<file path="src/rtl/vid_out_window_stencil.sv">
`default_nettype none
// ============================================================================
// Module : vid_out_window_stencil
// Output stencil that mutes blanking, paints active pixels outside a
// per-frame rectangular window with a border colour, and delays everything.
// Rev    : 1.0  initial release
// ============================================================================
module vid_out_window_stencil #(
    parameter int RGB_hbit    = 7,
    parameter int PIPE_DLY    = 1,
    parameter int CNT_BITS    = 12,
    parameter int PIXEL_PHASE = 0,
    parameter int HS_invert   = 0,
    parameter int VS_invert   = 0
) (
    input  logic                pclk,
    input  logic                reset,
    input  logic [3:0]          pc_ena,
    input  logic                hde_in,
    input  logic                vde_in,
    input  logic                hs_in,
    input  logic                vs_in,
    input  logic [RGB_hbit:0]   r_in,
    input  logic [RGB_hbit:0]   g_in,
    input  logic [RGB_hbit:0]   b_in,
    input  logic                win_enable,
    input  logic [CNT_BITS-1:0] win_x0,
    input  logic [CNT_BITS-1:0] win_x1,
    input  logic [CNT_BITS-1:0] win_y0,
    input  logic [CNT_BITS-1:0] win_y1,
    input  logic [RGB_hbit:0]   border_r,
    input  logic [RGB_hbit:0]   border_g,
    input  logic [RGB_hbit:0]   border_b,
    output logic                hde_out,
    output logic                vde_out,
    output logic                hs_out,
    output logic                vs_out,
    output logic [RGB_hbit:0]   r_out,
    output logic [RGB_hbit:0]   g_out,
    output logic [RGB_hbit:0]   b_out,
    output logic                vid_de_out
);

    localparam logic [3:0]          c_phase   = 4'(PIXEL_PHASE);
    localparam logic [CNT_BITS-1:0] c_cnt_max = '1;
    localparam logic [CNT_BITS-1:0] c_cnt_one = CNT_BITS'(1);
    localparam logic                c_hs_inv  = 1'(HS_invert);
    localparam logic                c_vs_inv  = 1'(VS_invert);

    logic w_step;
    assign w_step = (pc_ena == c_phase);

    logic [CNT_BITS-1:0] r_h_cnt;
    logic [CNT_BITS-1:0] r_v_cnt;
    logic                r_hde_prev;

    always_ff @(posedge pclk) begin
        if (reset) begin
            r_h_cnt    <= '0;
            r_v_cnt    <= '0;
            r_hde_prev <= 1'b0;
        end else if (w_step) begin
            r_hde_prev <= hde_in;
            if (!hde_in)
                r_h_cnt <= '0;
            else if (r_h_cnt != c_cnt_max)
                r_h_cnt <= r_h_cnt + c_cnt_one;
            // A line ends on the first blank step after an active one.
            if (!vde_in)
                r_v_cnt <= '0;
            else if (r_hde_prev && !hde_in && (r_v_cnt != c_cnt_max))
                r_v_cnt <= r_v_cnt + c_cnt_one;
        end
    end

    logic                r_sh_en;
    logic [CNT_BITS-1:0] r_sh_x0, r_sh_x1, r_sh_y0, r_sh_y1;
    logic [RGB_hbit:0]   r_sh_br, r_sh_bg, r_sh_bb;

    // Window settings only follow the inputs during vertical blank.
    always_ff @(posedge pclk) begin
        if (reset) begin
            r_sh_en <= 1'b0;
            r_sh_x0 <= '0;
            r_sh_x1 <= '0;
            r_sh_y0 <= '0;
            r_sh_y1 <= '0;
            r_sh_br <= '0;
            r_sh_bg <= '0;
            r_sh_bb <= '0;
        end else if (w_step && !vde_in) begin
            r_sh_en <= win_enable;
            r_sh_x0 <= win_x0;
            r_sh_x1 <= win_x1;
            r_sh_y0 <= win_y0;
            r_sh_y1 <= win_y1;
            r_sh_br <= border_r;
            r_sh_bg <= border_g;
            r_sh_bb <= border_b;
        end
    end

    logic              w_active;
    logic              w_inside;
    logic [RGB_hbit:0] w_r, w_g, w_b;

    assign w_active = hde_in & vde_in;
    assign w_inside = (r_h_cnt >= r_sh_x0) && (r_h_cnt <= r_sh_x1) &&
                      (r_v_cnt >= r_sh_y0) && (r_v_cnt <= r_sh_y1);

    always_comb begin
        w_r = '0;
        w_g = '0;
        w_b = '0;
        if (w_active) begin
            if (!r_sh_en || w_inside) begin
                w_r = r_in;
                w_g = g_in;
                w_b = b_in;
            end else begin
                w_r = r_sh_br;
                w_g = r_sh_bg;
                w_b = r_sh_bb;
            end
        end
    end

    logic              r_hde [PIPE_DLY];
    logic              r_vde [PIPE_DLY];
    logic              r_de  [PIPE_DLY];
    logic              r_hs  [PIPE_DLY];
    logic              r_vs  [PIPE_DLY];
    logic [RGB_hbit:0] r_r   [PIPE_DLY];
    logic [RGB_hbit:0] r_g   [PIPE_DLY];
    logic [RGB_hbit:0] r_b   [PIPE_DLY];

    always_ff @(posedge pclk) begin
        if (reset) begin
            for (int i = 0; i < PIPE_DLY; i++) begin
                r_hde[i] <= 1'b0;
                r_vde[i] <= 1'b0;
                r_de[i]  <= 1'b0;
                r_hs[i]  <= c_hs_inv;
                r_vs[i]  <= c_vs_inv;
                r_r[i]   <= '0;
                r_g[i]   <= '0;
                r_b[i]   <= '0;
            end
        end else if (w_step) begin
            r_hde[0] <= hde_in;
            r_vde[0] <= vde_in;
            r_de[0]  <= w_active;
            r_hs[0]  <= hs_in ^ c_hs_inv;
            r_vs[0]  <= vs_in ^ c_vs_inv;
            r_r[0]   <= w_r;
            r_g[0]   <= w_g;
            r_b[0]   <= w_b;
            for (int i = 1; i < PIPE_DLY; i++) begin
                r_hde[i] <= r_hde[i-1];
                r_vde[i] <= r_vde[i-1];
                r_de[i]  <= r_de[i-1];
                r_hs[i]  <= r_hs[i-1];
                r_vs[i]  <= r_vs[i-1];
                r_r[i]   <= r_r[i-1];
                r_g[i]   <= r_g[i-1];
                r_b[i]   <= r_b[i-1];
            end
        end
    end

    assign hde_out    = r_hde[PIPE_DLY-1];
    assign vde_out    = r_vde[PIPE_DLY-1];
    assign vid_de_out = r_de[PIPE_DLY-1];
    assign hs_out     = r_hs[PIPE_DLY-1];
    assign vs_out     = r_vs[PIPE_DLY-1];
    assign r_out      = r_r[PIPE_DLY-1];
    assign g_out      = r_g[PIPE_DLY-1];
    assign b_out      = r_b[PIPE_DLY-1];

endmodule
`default_nettype wire

</file>
<file path="config.mk">
export PLATFORM = sky130hd
export DESIGN_NAME = vid_out_window_stencil
export DESIGN_NICKNAME = d
export VERILOG_FILES = /design/src/rtl/vid_out_window_stencil.sv
export SDC_FILE = /design/constraint.sdc
export NUM_CORES = 1
export LEC_CHECK = 0
export BUFFER_PORTS_ARGS = -buffer_cell sky130_fd_sc_hd__buf_2
export CAP_MARGIN = 15
export CORE_MARGIN = 2
export CORE_UTILIZATION = 40
export CTS_CLUSTER_DIAMETER = 80
export DETAILED_ROUTE_END_ITERATION = 12
export PLACE_DENSITY_LB_ADDON = 0.25
export SLEW_MARGIN = 15
export SYNTH_ARGS = -nofsm -noshare
export SYNTH_HDL_FRONTEND = slang
export SYNTH_SLANG_ARGS = --single-unit
</file>
<file path="constraint.sdc">
create_clock -name pclk -period 4.9 [get_ports pclk]
set_clock_uncertainty 0.2 [all_clocks]
set_input_delay 0.49 -clock pclk [delete_from_list [all_inputs] [get_ports pclk]]
set_output_delay 0.49 -clock pclk [all_outputs]
set_load 0.03 [all_outputs]
</file>
Word level (Yosys, flattened, before mapping). Memories as Yosys holds them, arrays and structs flattened. Index checks and enable logic that the tools add are counted.

Memory bits (writable): 29. Memories kept: 8. Logic and storage cells: 82. Input bits: 107. Flip-flop bits (word level): 98. Output and inout port bits: 29. Memory bits (read-only): 0. Latch bits: 0.

$lt $le $gt $ge: 4. Shifts and indexed selects: 0. Div/mod/pow operators: 0. Add/sub/neg operators: 2. Reduce and logical (&&, ||, !) cells: 21. Equal/unequal tests: 4. $mul: 0. Muxes and demuxes: 31. Bitwise gates (word level): 1.

Memories: r_b (depth 1, width 8, rd ports 1, clocked after Yosys merged registers in 0, write ports 1, line 135) `logic [RGB_hbit:0] r_b [PIPE_DLY];`; r_g (depth 1, width 8, rd ports 1, clocked after Yosys merged registers in 0, write ports 1, line 134) `logic [RGB_hbit:0] r_g [PIPE_DLY];`; r_r (depth 1, width 8, rd ports 1, clocked after Yosys merged registers in 0, write ports 1, line 133) `logic [RGB_hbit:0] r_r [PIPE_DLY];`; r_de (depth 1, width 1, rd ports 1, clocked after Yosys merged registers in 0, write ports 1, line 130) `logic r_de [PIPE_DLY];`; r_hde (depth 1, width 1, rd ports 1, clocked after Yosys merged registers in 0, write ports 1, line 128) `logic r_hde [PIPE_DLY];`; r_hs (depth 1, width 1, rd ports 1, clocked after Yosys merged registers in 0, write ports 1, line 131) `logic r_hs [PIPE_DLY];`; +2 memories.

Operators with widths (number): $mux 8 (9); $mux 12 (4); $add 12x1->12 const B (2); $ge 12x12->1 (2); $le 12x12->1 (2); $ne 12x12->1 const B (2); $reduce_or 8->1 (3); $mux 1 (18); $logic_and 1x1->1 (6); $reduce_or 1->1 (5); $logic_not 4->1 (1); $ne 2x1->1 const B (2); $reduce_and 2->1 (2); $logic_not 1->1 (3); $and 1x1->1 (1); $logic_or 1x1->1 (1).

Logic depth before layout (Yosys ltp).
Depth in word-level cells: 8. Mapped depth: 11. Depth with buffers taken out: 9.

Worst setup path before layout. OpenSTA, ideal clock, no wires.

Path type: reg-to-reg. Start: reg r_v_cnt[2]. End: mem r_b[0][0] (netlist name), data pin. Arrival: 1966 ps. Setup slack: 2462 ps. Cell stages (with the launch flop): 10. Setup time: 271 ps. Required time: 4429 ps. Clock period less this slack: 2438 ps. Cell sequence: dfxtp_1 > ha_1 > a211o_1 > a31oi_1 > o21ai_1 > a221oi_2 > o21ai_1 > clkbuf_1 > nand3_1 > a21oi_1.

Word-level cells in the longest chain between the ends: 7. Elaborated cells on any way between the ends: 8. Classes of those cells: order compare: 2; mux: 3; reduce/logical: 3.

RTL lines: start: declaration (line 54) `logic [CNT_BITS-1:0] r_v_cnt;`; start signal: assignment (line 72) `r_v_cnt <= r_v_cnt + c_cnt_one;`; $ge 12x12->1 (line 109) `(r_v_cnt >= r_sh_y0) && (r_v_cnt <= r_sh_y1);`; $logic_and 1x1->1 (line 108) `assign w_inside = (r_h_cnt >= r_sh_x0) && (r_h_cnt <= r_sh_x1) &&`; $logic_and 1x1->1 * (line 109); $logic_or 1x1->1 * (line 116) `if (!r_sh_en || w_inside) begin`; $mux 8 * (line 116); $mux 8 * (line 115) `if (w_active) begin`; $mux 8 (no line) *; end: declaration (line 135).

Mark *: on every way between the ends. The rest lies on a longest branch, timed or not.

Worst setup path in the final report.
Start: reg r_v_cnt[1]. End: mem r_b[0][5] (netlist name), data pin.

The elaborated chain is that of the path after synthesis.

==> results.txt <==
- Largest driver fanout on the critical path: 24
* Final Cycle Share: 0.6245
- Final number of setup-violating endpoints: 0
* Hold Violations, Final: 0
* Average via count per standard cell: 5.045
* Endpoint type of the worst setup path: flip-flop
- The clock passes through at most 2 buffers.
- Cell Chain, Critical Path: ha_1 > nor2b_1 > o211ai_1 > a21oi_1 > a2111oi_2 > o21ba_1 > nand3_1 > a21oi_1
- Final-report max-slew violation count: 0
- Setup repair after global routing left no endpoint under its margin.
- Maximum clock rate: 326.8 MHz
- The HPWL after detailed placement is 10710 um.
* Number of global-route vias before repair: 4913
- The initial utilization of the core area, before any placement, comes to 0.4074.
* Postcts setup bufs: 0
- Buffers placed on the I/O ports in this run total 135.
- The synthesized design contains 127 register bits.
* Share of synthesized cell area in full adder, half adder and majority cells: 0.1014
- Number of warnings reported in the yosys synthesis log: 0
- Leading cell types in the layout, fill and taps excluded: sky130_fd_sc_hd__nand2_1 (161), sky130_fd_sc_hd__buf_2 (135), sky130_fd_sc_hd__a21oi_1 (110)
- Fill cells in the final layout number 1470.
* Clk_lat worst skew: 0.42 ns
- I/O pins: 136
- Measured against its own limit, the worst slew margin works out to 0.3077.
- Area share of the largest cell type after synthesis: 0.3180
* Initial DRT Pass Iterations: 5
* Post-Synthesis Cells: 724
- After floorplanning, the core was sized to cover 15150 sq um.
* Site Rows: 45
- Path category of the worst min-delay check: input port to flip-flop
* Area fraction in and, or, nand and nor cells after synthesis: 0.1904
* Synth Area in Compound Gates: 0.1620
* Post-synth ARST share: 0
- The number of antenna violations at the first check in global routing was 0.
- After detailed routing, the number of remaining DRC violations is 0.
* Synth Area in XOR/XNOR: 0.02555
- For this block, the routed nets add up to 15130 um of wire.
- Power per standard cell area: 334.8 nW/um^2
- The floorplan step defined a die boundary enclosing 16430 sq um.
- Number of enable-type register cells in the synthesized netlist: 29
* Commonest non-fill, non-tap cell in the layout: sky130_fd_sc_hd__nand2_1
- The die is 128.2 um wide.
* Synthesized area: 6170 sq um
- Synthesis produced a netlist with a net count of 881.
- The cell sitting at the root of the clock tree is a sky130_fd_sc_hd__clkbuf_16.
* Number of distinct standard cells referenced by the synthesized netlist: 52
* Prevailing post-synth register cell: sky130_fd_sc_hd__dfxtp_1
- Max-cap violations in this run came to 0.
* Count of nets after finishing: 1001
- Largest family of logic cells by synthesized area: simple AND/OR/NAND/NOR gates
- Total clock sinks: 127
* Leakage power: 3.068 nW
* Violation count after the first detailed-routing iteration: 329
- Synthesized area per cell: 8.522 sq um
- Number of hold buffers added after CTS: 0
- Routability-driven placement finished with a final weighted congestion of 0.8367.
* Share of synthesized area spent on multiplexers: 0.001622
- Wire length of the first global-routing pass: 24380 um
- The critical path is of the flip-flop to flip-flop type.
- Once placement finished, the instance area stood at 6948 sq um.
- Entering global routing, the biggest net connects 46 pins.
- Of the synthesized area, sequential elements account for 0.4591.
* Floorplan die height: 128.2 um
- For the worst setup path, the data required time is 4.94 ns.
* Diodes inserted: 0
- Of all cell types, the one taking the most synthesized area is sky130_fd_sc_hd__dfxtp_1.
- Routed wire per std cell: 14.48 um
- Critical Path Source Type: flip-flop
- Share of layout cells above drive strength 1: 0.2159
- Data arrives at the worst endpoint at 3.10 ns.
- Slew of the pin with the lowest slew margin: 1.032 ns
* Max IR drop VDD: 0.0002486 V
* Post-route cell area: 7543 sq um
- The clock tree synthesis step divided the H-tree into 4 levels.
* Most used cell, CP: sky130_fd_sc_hd__a21oi_1
- Subtracting the final worst setup slack from the clock period gives 3.060 ns.
- In this run, post-CTS repair resized a total of 0 instances.
- Counting the buffers created by CTS gives 17.
* Via count: 5272
- Outcome: finished, final reports clean
* Sum of negative setup slack: 0 ns
* Slowest stage delay, CP: 0.81 ns
- CTS tree: yes
* Library cell contributing the largest single delay on the critical path: sky130_fd_sc_hd__o21ba_1
* Area added between synthesis and finish: 22.27%
* Gr usage total: 0.1905
- The detail route stage leaves a number of antenna-violating nets equal to 0.
- Ranked by total cell area, the synthesized netlist is headed by sky130_fd_sc_hd__dfxtp_1 (32%), sky130_fd_sc_hd__edfxtp_1 (14%), sky130_fd_sc_hd__ha_1 (10%).
* Clock input transition at the sequential cells of the worst setup and hold paths: 0.06 ns
- Global routing finished with a remaining overflow of 0.
## cell families (layout without fill, tap and decap cells)
logic type,after synthesis,count (layout)
compound gates,176,176
xor+xnor,18,18
buf+inv,90,223
mux,1,1
flops,127,127
simple gates,262,262
fa+ha+maj,50,50
## per-stage QoR
| stage | utilization | total power [mW] | setup slack (ns) | std cells | hold slack [ns] |
|---|---|---|---|---|---|
| 2_1_floorplan | - | 1.193 | 2.462 | 724 | 0.2271 |
| 3_3_place_gp | 0.4587 | 1.266 | 1.867 | 1013 | 0.2394 |
| 3_5_place_dp | 0.4587 | 1.266 | 1.807 | 1013 | 0.2457 |
| 4_1_cts | 0.4981 | 2.547 | 1.824 | 1045 | 0.08825 |
| 5_1_grt | 0.4981 | 2.611 | 1.610 | 1045 | 0.1014 |
| 6_report | 0.4981 | 2.525 | 1.840 | 1045 | 0.1025 |
## routing by layer
metal,vias to the layer above,global-route usage,wire length [um]
met5,-,0,0
met2,135,0.3163,7159
li1,2710,-,-
met4,0,0.04977,150
met1,2413,0.2469,7032
met3,14,0.04925,789
## worst paths after layout
check                                 from          to  slack, ns  cells after the start
worst max-delay path            r_v_cnt[1]   r_b[0][5]       1.84                      8
worst min-delay path             win_y0[5]  r_sh_y0[5]       0.10                      3
worst max register to register  r_v_cnt[1]   r_b[0][5]       1.84                      8
worst min register to register  r_sh_bb[1]  r_sh_bb[1]       0.25                      2
## registers in the layout, indices dropped and copies added (netlist names)
name	cells
r_g	8
r_sh_bb	8
r_de	1
r_sh_br	8
r_vde	1
r_sh_x1	12
r_v_cnt	12
r_hde	1
r_sh_y0	12
r_r	8
r_vs	1
r_sh_bg	8
r_hde_prev	1
r_sh_en	1
r_sh_x0	12
r_sh_y1	12
r_b	8
r_hs	1
r_h_cnt	12
## area by class of cell
type / instances / area (sq um) / area share
inverter: 53 / 198.9 / 0.02637
clock buffer: 22 / 457.9 / 0.06071
clock inverter: 10 / 137.6 / 0.01825
timing repair buffer: 138 / 698.2 / 0.09255
sequential: 127 / 2833 / 0.3755
multi-input combinational: 507 / 2983 / 0.3954
tap: 188 / 235.2 / 0.03118
## synthesized netlist by cell type, types with 2 or more instances
| library cell | instances |
|---|---|
| sky130_fd_sc_hd__a211o_1 | 2 |
| sky130_fd_sc_hd__a21o_1 | 9 |
| sky130_fd_sc_hd__a21oi_1 | 110 |
| sky130_fd_sc_hd__a221oi_1 | 2 |
| sky130_fd_sc_hd__a221oi_2 | 2 |
| sky130_fd_sc_hd__a31oi_1 | 3 |
| sky130_fd_sc_hd__and2_1 | 5 |
| sky130_fd_sc_hd__and3_1 | 2 |
| sky130_fd_sc_hd__and4_1 | 4 |
| sky130_fd_sc_hd__and4_4 | 2 |
| sky130_fd_sc_hd__buf_2 | 7 |
| sky130_fd_sc_hd__buf_4 | 6 |
| sky130_fd_sc_hd__clkbuf_1 | 23 |
| sky130_fd_sc_hd__dfxtp_1 | 98 |
| sky130_fd_sc_hd__edfxtp_1 | 29 |
| sky130_fd_sc_hd__ha_1 | 50 |
| sky130_fd_sc_hd__inv_1 | 51 |
| sky130_fd_sc_hd__inv_2 | 2 |
| sky130_fd_sc_hd__nand2_1 | 161 |
| sky130_fd_sc_hd__nand2b_1 | 7 |
| sky130_fd_sc_hd__nand3_1 | 32 |
| sky130_fd_sc_hd__nand4_1 | 11 |
| sky130_fd_sc_hd__nor2_1 | 24 |
| sky130_fd_sc_hd__nor3_1 | 3 |
| sky130_fd_sc_hd__o2111ai_1 | 2 |
| sky130_fd_sc_hd__o21ai_0 | 5 |
| sky130_fd_sc_hd__o21ai_1 | 28 |
| sky130_fd_sc_hd__o21bai_1 | 2 |
| sky130_fd_sc_hd__or3_1 | 3 |
| sky130_fd_sc_hd__xnor2_1 | 7 |
| sky130_fd_sc_hd__xor2_1 | 11 |
## critical path, delay by kind of cell (launching register included)
kind	cells	cell delay, ns
flip-flops	1	0.43
AND/OR/NAND/NOR	2	0.28
adder cells (fa/ha/maj)	1	0.28
AO/OA/AOI/OAI	5	1.69
## power breakdown
| part | switching, mW | internal [mW] |
|---|---|---|
| Sequential | 0.00699 | 1.09 |
| Combinational | 0.0887 | 0.0577 |
| Clock | 0.466 | 0.817 |
| Total | 0.562 | 1.96 |
(Power assumes the default switching activity.)
